$ cat src/rtl/peak_tracker_pkg.sv
// Shared definitions for the peak tracker: FSM state encodings and the
// posen/negen direction decode shared with the slope stage.
package peak_tracker_pkg;

  typedef enum logic [1:0] {
    ST_IDLE = 2'd0,
    ST_RISE = 2'd1,
    ST_FALL = 2'd2
  } state_t;

  typedef enum logic [1:0] {
    DIR_HOLD = 2'd0,
    DIR_UP   = 2'd1,
    DIR_DOWN = 2'd2
  } dir_t;

  // Both flags high is illegal upstream and is treated as hold.
  function automatic dir_t decode_dir(input logic posen, input logic negen);
    case ({posen, negen})
      2'b10:   return DIR_UP;
      2'b01:   return DIR_DOWN;
      default: return DIR_HOLD;
    endcase
  endfunction

endpackage

$ cat src/rtl/peak_tracker_sat_counter.sv
// Period counter: loads 1 on clr1, otherwise counts up while en,
// sticking at all-ones so long gaps report a saturated period.
module sat_counter
  import peak_tracker_pkg::*;
#(
  parameter int CNT_WIDTH = 16
) (
  input  logic                 clk,
  input  logic                 reset,
  input  logic                 clr1,
  input  logic                 en,
  output logic [CNT_WIDTH-1:0] q,
  output logic                 full
);

  assign full = &q;

  // Load-one has priority over increment; increment stops at all-ones.
  always_ff @(posedge clk) begin
    if (reset) begin
      q <= '0;
    end else if (clr1) begin
      q <= CNT_WIDTH'(1);
    end else if (en && !full) begin
      q <= q + CNT_WIDTH'(1);
    end
  end

endmodule

$ cat src/rtl/peak_tracker.sv
// Tracks rising/falling runs of the slope-stage sample stream and, on each
// peak after a full peak/trough/peak history, strobes the latched peak,
// trough, peak-to-trough amplitude and peak-to-peak period.
//
//   state   | meaning
//   --------+---------------------------------------------------
//   ST_IDLE | no direction seen yet since reset
//   ST_RISE | in a rising run, ext holds the running maximum
//   ST_FALL | in a falling run, ext holds the running minimum
module peak_tracker
  import peak_tracker_pkg::*;
#(
  parameter int WIDTH     = 16,
  parameter int CNT_WIDTH = 16
) (
  input  logic                    clk,
  input  logic                    reset,
  input  logic signed [WIDTH-1:0] datain,
  input  logic                    posen,
  input  logic                    negen,
  output logic signed [WIDTH-1:0] peak,
  output logic signed [WIDTH-1:0] trough,
  output logic [WIDTH:0]          amplitude,
  output logic [CNT_WIDTH-1:0]    period,
  output logic                    valid,
  output logic                    sat
);

  state_t                  state, state_nxt;
  dir_t                    dir;
  logic signed [WIDTH-1:0] ext, ext_nxt;
  logic signed [WIDTH-1:0] tr_c;
  logic                    have_pk, have_tr;
  logic                    peak_evt, trough_evt;
  logic [CNT_WIDTH-1:0]    cnt;
  logic                    cnt_full;
  logic [WIDTH:0]          diff;

  assign dir  = decode_dir(posen, negen);
  // Sign-extended difference; a set MSB means the trough sits above the peak.
  assign diff = {ext[WIDTH-1], ext} - {tr_c[WIDTH-1], tr_c};

  sat_counter #(
    .CNT_WIDTH(CNT_WIDTH)
  ) u_cnt (
    .clk  (clk),
    .reset(reset),
    .clr1 (peak_evt),
    .en   (have_pk),
    .q    (cnt),
    .full (cnt_full)
  );

  // State register.
  always_ff @(posedge clk) begin
    if (reset) state <= ST_IDLE;
    else       state <= state_nxt;
  end

  // Next state, turning-point events and next running extremum.
  always_comb begin
    state_nxt  = state;
    ext_nxt    = ext;
    peak_evt   = 1'b0;
    trough_evt = 1'b0;
    case (state)
      ST_IDLE: begin
        if (dir == DIR_UP) begin
          state_nxt = ST_RISE;
          ext_nxt   = datain;
        end else if (dir == DIR_DOWN) begin
          state_nxt = ST_FALL;
          ext_nxt   = datain;
        end
      end
      ST_RISE: begin
        if (dir == DIR_UP) begin
          ext_nxt = (datain > ext) ? datain : ext;
        end else if (dir == DIR_DOWN) begin
          state_nxt = ST_FALL;
          peak_evt  = 1'b1;
          ext_nxt   = datain;
        end
      end
      ST_FALL: begin
        if (dir == DIR_DOWN) begin
          ext_nxt = (datain < ext) ? datain : ext;
        end else if (dir == DIR_UP) begin
          state_nxt  = ST_RISE;
          trough_evt = 1'b1;
          ext_nxt    = datain;
        end
      end
      default: state_nxt = ST_IDLE;
    endcase
  end

  // Extremum tracking, history flags and result registers. The latched peak
  // is ext at the peak event itself, so it goes straight to the output.
  always_ff @(posedge clk) begin
    if (reset) begin
      ext       <= '0;
      tr_c      <= '0;
      have_pk   <= 1'b0;
      have_tr   <= 1'b0;
      peak      <= '0;
      trough    <= '0;
      amplitude <= '0;
      period    <= '0;
      valid     <= 1'b0;
      sat       <= 1'b0;
    end else begin
      ext   <= ext_nxt;
      valid <= 1'b0;
      if (peak_evt) begin
        have_pk <= 1'b1;
        if (have_pk && have_tr) begin
          peak      <= ext;
          trough    <= tr_c;
          period    <= cnt;
          sat       <= cnt_full;
          amplitude <= diff[WIDTH] ? '0 : diff;
          valid     <= 1'b1;
        end
      end
      if (trough_evt) begin
        tr_c    <= ext;
        have_tr <= 1'b1;
      end
    end
  end

endmodule

$ cat config.mk
export PLATFORM = sky130hd
export DESIGN_NAME = peak_tracker
export DESIGN_NICKNAME = d
export VERILOG_FILES = /design/src/rtl/peak_tracker_pkg.sv /design/src/rtl/peak_tracker_sat_counter.sv /design/src/rtl/peak_tracker.sv
export SDC_FILE = /design/constraint.sdc
export NUM_CORES = 1
export LEC_CHECK = 0
export CORE_MARGIN = 2
export CORE_UTILIZATION = 35
export CTS_BUF_LIST = sky130_fd_sc_hd__clkbuf_2 sky130_fd_sc_hd__clkbuf_4 sky130_fd_sc_hd__clkbuf_8
export DETAILED_ROUTE_END_ITERATION = 12
export PLACE_DENSITY = 0.53
export REMOVE_ABC_BUFFERS = 1
export SYNTH_ARGS = -nofsm -noshare
export SYNTH_HDL_FRONTEND = slang
export SYNTH_SLANG_ARGS = --single-unit
$ cat constraint.sdc
create_clock -name clk -period 3.34 [get_ports clk]
set_input_delay 0.668 -clock clk [delete_from_list [all_inputs] [get_ports clk]]
set_output_delay 0.668 -clock clk [all_outputs]
set_load 0.05 [all_outputs]
**After elaboration in Yosys (flattened, before gate mapping)**

Cells that the tools add are included.

- Word-level logic and storage cells: 67
- Flip-flop bits (word level): 119

- Equality and inequality tests: 12
- Mux-type cells: 25
- Add/subtract/negate cells: 2
- Magnitude comparators: 2
- Bitwise logic cells: 1
- Reductions and logical operators: 12

Operator list:

| operator | count |
|---|---|
| $mux 16 | 8 |
| $pmux 16 s3 | 1 |
| $sub 16x16->17 | 1 |
| $add 16x1->16 const B | 1 |
| $gt 16x16->1 | 1 |
| $lt 16x16->1 | 1 |
| $reduce_and 16->1 | 1 |
| $mux 2 | 5 |
| $mux 1 | 9 |
| $ne 3x3->1 const B | 3 |
| $eq 2x1->1 const B | 3 |
| $eq 2x2->1 const B | 3 |
| $ne 2x2->1 const B | 3 |
| $pmux 2 s3 | 1 |
| $pmux 2 s2 | 1 |
| $reduce_and 4->1 | 1 |
| $reduce_or 2->1 | 2 |
| $reduce_and 3->1 | 1 |
| $reduce_bool 3->1 | 1 |
| $logic_and 1x1->1 | 2 |
| $logic_not 2->1 | 1 |
| $reduce_and 2->1 | 1 |
| $reduce_bool 2->1 | 1 |
| $logic_not 1->1 | 1 |
| $not 1->1 | 1 |

**Longest topological paths before layout**

Gate-level depths: netlist of run 1.

- Depth in word-level cells: 8
- Mapped depth: 11

**By module**

A second synthesis of run 1 with hierarchy kept.

- Cell total of the unflattened synthesis: 732
- Area, all modules: 5,940.7 sq um

Modules (own cells, without submodules):

| module | instances | area each (sq um) | cells an instance | seq. area each (sq um) |
|---|---|---|---|---|
| peak_tracker | 1 | 5,108.6 | 632 | 2,042.0 |
| sat_counter | 1 | 832.0 | 100 | 320.3 |

**Least setup slack after synthesis of run 1**

No wires, ideal clock.

- Kind: input to register
- Start point: input datain[15]
- End point: register ext[10]
- Required time: 3,268 ps
- Arrival time: 2,492 ps
- Setup slack: 776 ps
- Stages: 9
- Cells stage by stage: ha_1 and4_4 nand2_1 and3b_1 nor3_1 o311a_1 o32ai_4 buf_12 mux2i_1

- Longest elaborated chain between the ends: 3
- Elaborated cells between the ends (all ways): 5
- Those cells by class: 2 x order compare; 2 x eq/ne; 1 x reduce/logical

RTL lines:

| element | RTL line | text |
|---|---|---|
| start, declared | peak_tracker.sv:18 | `input logic signed [WIDTH-1:0] datain,` |
| $lt 16x16->1 or $gt 16x16->1 (tied branches) | peak_tracker.sv:87, peak_tracker.sv:78 |  |
| $ne 3x3->1 (no source line) | -- |  |
| $reduce_and 4->1 (no source line) * | -- |  |
| end signal, assigned | peak_tracker.sv:113 | `ext <= ext_nxt;` |
| end, declared | peak_tracker.sv:31 | `logic signed [WIDTH-1:0] ext, ext_nxt;` |

Mark *: on every way between the ends. The rest lies on a longest branch, timed or not.
A chain may end at the register's enable or synchronous reset.

**Worst setup path after layout of run 1**

- Start point: input datain[15]
- End point: register ext[0]

The elaborated chain is that of the path after synthesis.

==> results.yml, run 1 <==
status:
  status: "finished clean"
timing:
  maxSlewHeadroom_pct: 47.8
  fmax_mhz: 370
  setup_violations: 0
  final_max_slew_viol_count: 0
  period_minus_slack_ps: 2710
  fin_crit_sh_pct: 81.0
  rsz0062_at_grt: "no"
  finClkSkew_ps: 12.7
  setup_tns_ps: 0
  finalHoldViolCount: 0
  layout_setup_ws_ps: 634
  worstMarginPinSlew_ps: 780
final_layout:
  fin_util_pct: 45.2
  fin_area_um2: 7180
  nNetsFinal: 834
  insertedDiodeCount: 0
  ff_latch_area_um2: 2360
  multi_input_area_um2: 3030
  area_delta_synth_final_pct: 26.5
  drive_gt1_share_pct: 6.09
  nFillCells: 1639
worst_setup_path:
  cp_max_fo: 12
  startpoint_type: "primary input"
  cp_data_required_time_ps: 3700
  crit_type: "primary input to flop"
  cp.arrival_ps: 3070
  end_kind: "flop"
yosys:
  syn-instance-count: 694
  synth-seq-cells: 118
  yosysTopAreaCell: "dfxtp_1"
  ys.flop_type: "dfxtp_1"
  synth_edf_count: 0
  synth_most_common_cell: "nand2_1"
  avgSynthCellArea_um2: 8.19
  synth.distinct_cells: 54
  ys_seq_area_share_pct: 41.6
  ys_warn_count: 0
  synth_top_area_share_pct: 41.6
  ys_top_cells_by_area: "dfxtp_1 42%, nand2_1 10%, ha_1 8.1%"
  synthesis.area_um2: 5680
  synthArstFlopShare_pct: 0
  synthTopCellsByCount: "153 x nand2_1, 118 x dfxtp_1, 83 x a21oi_1"
global_routing:
  grt_pass1_wl_um: 22600
  antenna_found_initial: 0
  grt-ovfl-total: 0
  grt_max_degree: 49
  grt_pass1_vias: 4599
  track_usage_pct: 16.2
clock_tree:
  cts-buffers-inserted: 17
  cts_tree: "yes"
  h-tree-depth: 4
  clock_path_buffers: 2
  cts_setup_buffers: 0
  clock-sinks: 118
  cts.repair.resized: 0
  clkLatencyLatePin_ps: 440
  clk_pin_slew_ps: 70
  cts_root_buf: "clkbuf_8"
  hold_buffers: 0
run:
  drv_cap: 0
floorplan:
  start_util_pct: 35.8
  num_rows: 46
  ios: 87
  coreArea_um2: 15900
  die-width_um: 131
  die_h_um: 131
  dieArea_um2: 17300
drt:
  dr_total_vias: 4796
  routed_wl_um: 13700
  drtAntennaViolNets: 0
  drt-wirelength-per-cell_um: 13.7
  drt_iter0_drc: 247
  via_per_inst: 4.78
  drt_pass1_iterations: 5
  route.detailed.drc: 0
power_and_ir_drop:
  p_per_area_nw_per_um2: 472
  vdd_drop_max_v: 0.000223
  leakage_nw: 2.67
placement:
  pre_cts_ws_ps: 188
  place_hpwl_um: 10100
  place.gp.congestion: 0.824
  io_buffers: 85
  placed_area_um2: 6760
hold_path:
  hp-class: "flop to flop"
registers in the layout (all words and copies together), names as in the netlist, 2 cells and up:
name       cells
amplitude     16
ext           16
peak          16
period        16
tr_c          16
trough        16
u_cnt.q       16
state          2
layer usage:
metal	vias to the layer above	routed length, µm	share of wire, %	GRT usage (%)
met5	-	0	0	0
met4	0	206	1.5	5.68
met3	14	503	3.7	4.05
met2	80	5870	43	24.8
met1	2213	7130	52	22.2
li1	2489	-	-	-
kinds of logic after synthesis:
logic type / share of synthesized area [%]
simple gates: 22.6
compound gates: 15.1
flops: 41.6
buf+inv: 5.22
fa+ha+maj: 8.50
xor+xnor: 3.55
mux: 3.35
other cells: 0.0660
cell type report:
cell class | instances | area share, %
well taps | 216 | 3.76
clock buffers | 21 | 3.85
multi-input cells | 503 | 42.1
repair buffers | 94 | 13.1
flip-flops and latches | 118 | 32.9
clock inverters | 10 | 2.12
inverters | 42 | 2.19
stage by stage:
stage	power (mW)	cells	hold WS (ps)
after global routing	3.55	1004	470
after global placement	1.98	973	443
final	3.39	1004	452
after CTS	3.43	1004	455
after floorplan	1.83	663	439
after detailed placement	1.99	973	443
power by group:
part / total, mW / switching, mW / internal [mW]
Sequential: 1.48 / 0.0455 / 1.43
Clock: 1.43 / 0.568 / 0.858
Combinational: 0.484 / 0.266 / 0.218
worst max-delay path, cell delays in order:
cell             delay [ps]
clkdlybuf4s50_1         440
ha_1                    330
and4_4                  240
nand2_1                  70
and3b_1                 210
nor3_1                   60
o311a_1                 380
o32ai_4                 140
buf_4                   280
mux2i_1                 230
final timing paths:
check / startpoint / endpoint / slack [ps] / cells after the start
worst max-delay path: datain[15] / ext[0]$_SDFFE_PP0P_ / 630 / 10
worst min-delay path: period[7]$_SDFFE_PP0P_ / period[7]$_SDFFE_PP0P_ / 450 / 2
worst max register to register: ext[0]$_SDFFE_PP0P_ / amplitude[9]$_SDFFE_PP0P_ / 720 / 11
worst min register to register: period[7]$_SDFFE_PP0P_ / period[7]$_SDFFE_PP0P_ / 450 / 2
placed cells by master, fill, tap and decap left out, types with 15 or more instances in the layout:
| cell | count |
|---|---|
| nand2_1 | 153 |
| dfxtp_1 | 118 |
| clkdlybuf4s50_1 | 84 |
| a21oi_1 | 83 |
| inv_1 | 42 |
| nor2_1 | 40 |
| ha_1 | 37 |
| nand2b_1 | 36 |
| mux2i_1 | 19 |
| clkbuf_8 | 19 |
| xor2_1 | 15 |
No activity file was read; power rests on OpenSTA's default activity.
==> run 2: changes to the inputs <==
Settings changed: PLACE_DENSITY 0.53 to 0.55.
Clock period 3.34 ns to 2.2 ns, I/O delays scaled along.
==> run 2 against run 1 <==
  * The flow now finishes with violations (negative setup slack)
  * Critical path depth unchanged
  * Clock-buffer cell count fell by 1
  * Global-route usage grew 1.3 points
  * Via count up 7.3%
  * Flip-flop and latch count did not move
  * Setup slack worse by 760 ps
  * Clock skew decreased by 3.2 ps
  * Routed wire length increased by 9.2%
  * Highest routed layer unchanged
  * Final area grew 14%
  * Clock power up 72%
  * Non-clock buffer count is 77 higher
  * Largest power group is now the clock network
  * First-iteration DRC count rose by 6.1%
==> results.yml, run 2 (synthesis gave the netlist of run 1 again) <==
status:
  status: "complete, but fails checks"
  violations: "negative setup slack"
worst_setup_path:
  crit_type: "primary input to flop"
  startpoint_type: "primary input"
  worstRegToRegCells: 11
  end_kind: "flop"
  regToRegEndpoint: "amplitude[14]$_SDFFE_PP0P_"
  rr_startpoint: "ext[0]$_SDFFE_PP0P_"
  reg2reg_slack_ps: -100
  cp_max_fo: 7
  cp.arrival_ps: 2680
  cp_data_required_time_ps: 2550
clock_tree:
  cts_tree: "yes"
  h-tree-depth: 4
  clk_pin_slew_ps: 70
  cts-buffers-inserted: 17
  hold_buffers: 0
  clock-sinks: 118
  clkLatencyLatePin_ps: 440
  cts_root_buf: "clkbuf_8"
  clock_path_buffers: 2
power_and_ir_drop:
  p_per_area_nw_per_um2: 708
  vdd_drop_max_v: 0.000335
  leakage_nw: 3.15
drt:
  drt-wirelength-per-cell_um: 13.8
  via_per_inst: 4.76
  drt_iter0_drc: 262
  routed_wl_um: 15000
  drt_pass1_iterations: 4
  route.detailed.drc: 0
  dr_total_vias: 5146
  drtAntennaViolNets: 0
global_routing:
  grtUsageMet2_pct: 28.0
  track_usage_pct: 17.4
  grt_max_degree: 56
  grt_util_met3_pct: 3.70
  met1_usage_pct: 23.5
  top_usage_layer: "met2"
  grt-ovfl-total: 0
  grt_pass1_vias: 4932
  antenna_found_initial: 0
  grt_pass1_wl_um: 24200
floorplan:
  num_rows: 46
  ios: 87
  start_util_pct: 35.8
  dieArea_um2: 17300
  die-width_um: 131
  die_h_um: 131
  coreArea_um2: 15900
final_layout:
  final_common_cell: "nand2_1"
  drive_gt1_share_pct: 20.6
  nNetsFinal: 911
  insertedDiodeCount: 0
  fin_util_pct: 51.5
  area_delta_synth_final_pct: 44.1
  most-common-layout-cells: "151 x nand2_1, 107 x dfxtp_1, 77 x a21oi_1"
  finalNonFillerCells: 1082
timing:
  period_minus_slack_ps: 2330
  finalHoldViolCount: 0
  maxSlewHeadroom_pct: 64.6
  hold_ws_ps: 429
  fmax_mhz: 430
  finClkSkew_ps: 9.49
  fin_crit_sh_pct: 106
  rsz0062_at_grt: "yes"
  worstMarginPinSlew_ps: 529
  setup_violations: 30
  layout_setup_ws_ps: -125
  final_max_slew_viol_count: 0
hold_path:
  hp-class: "primary input to flop"
  hold_end: "ext[12]$_SDFFE_PP0P_"
  min_path_cells: 3
  holdCritStartpoint: "datain[12]"
placement:
  placedCellCount: 1036
  place.gp.congestion: 0.872
  place_hpwl_um: 10900
  pre_cts_ws_ps: -691
  io_buffers: 85
run:
  drv_cap: 0
## run 2: changes by cell type in the layout (fill, tap and decap cells not counted), sizes merged, moves of 2 or more
cell	delta
buf	+77
clkdlybuf4s50	-8
clkinv	-3
bufinv	+2
clkinvlp	+3
dlygate4sd2	+8
## run 2: worst max path at each step
stage / from / end / slack, ps / cells after the start
finish: datain[10] / ext[0]$_SDFFE_PP0P_ / -130 / 10
global route: ext[0]$_SDFFE_PP0P_ / amplitude[14]$_SDFFE_PP0P_ / -210 / 11
CTS: ext[15]$_SDFFE_PP0P_ / ext[10]$_SDFFE_PP0P_ / -130 / 11
detailed placement: datain[15] / ext[0]$_SDFFE_PP0P_ / -690 / 10
global placement: datain[15] / ext[0]$_SDFFE_PP0P_ / -590 / 10
floorplan: posen / amplitude[13]$_SDFFE_PP0P_ / -560 / 9
## run 2: timing repair
item / 4_1_cts / 5_1_grt
resized for setup: 53 / 26
cloned: 1 / 0
hold endpoints to repair: 0 / 0
setup buffers: 9 / 6
setup endpoints to repair: 32 / 32
pin swaps: 30 / 21
## run 2: metal layers
| metal | up-vias | share of wire [%] |
|---|---|---|
| met4 | 0 | 1.1 |
| met1 | 2381 | 49 |
| li1 | 2647 | - |
| met2 | 106 | 46 |
| met3 | 12 | 3.9 |
| met5 | - | 0 |
## run 2: area by class of cell
class / count / area (µm²)
clock buffers: 20 / 269
inverters: 42 / 158
repair buffers: 171 / 1560
fillers: 1500 / 7700
well taps: 216 / 270
clock inverters: 12 / 224
flip-flops and latches: 118 / 2380
multi-input cells: 503 / 3320
## run 2: report_power, final
part           internal [mW]  leakage, nW  switching [mW]  total [mW]
Clock                   1.54        0.235           0.921        2.46
Sequential              2.18        0.959          0.0339        2.21
Combinational          0.559         1.96           0.569        1.13
Total                   4.27         3.15            1.52        5.80
## run 2: critical path: stages
cell and delay [ps]:
clkdlybuf4s50_1 470, ha_4 300, and3_1 170, nand4_1 130
a21oi_2 150, nor3_2 70, o311a_1 320, o32ai_4 210
buf_12 190, mux2i_1 210
## run 2: through the flow
stage,TNS [ps],area (µm²),total power [mW]
after floorplan,-17220,5540,2.78
after global placement,-20430,7250,3.14
after global routing,-4290,8190,6.05
after detailed placement,-25150,7250,3.16
after CTS,-1850,8030,5.75
final,-1520,8190,5.80
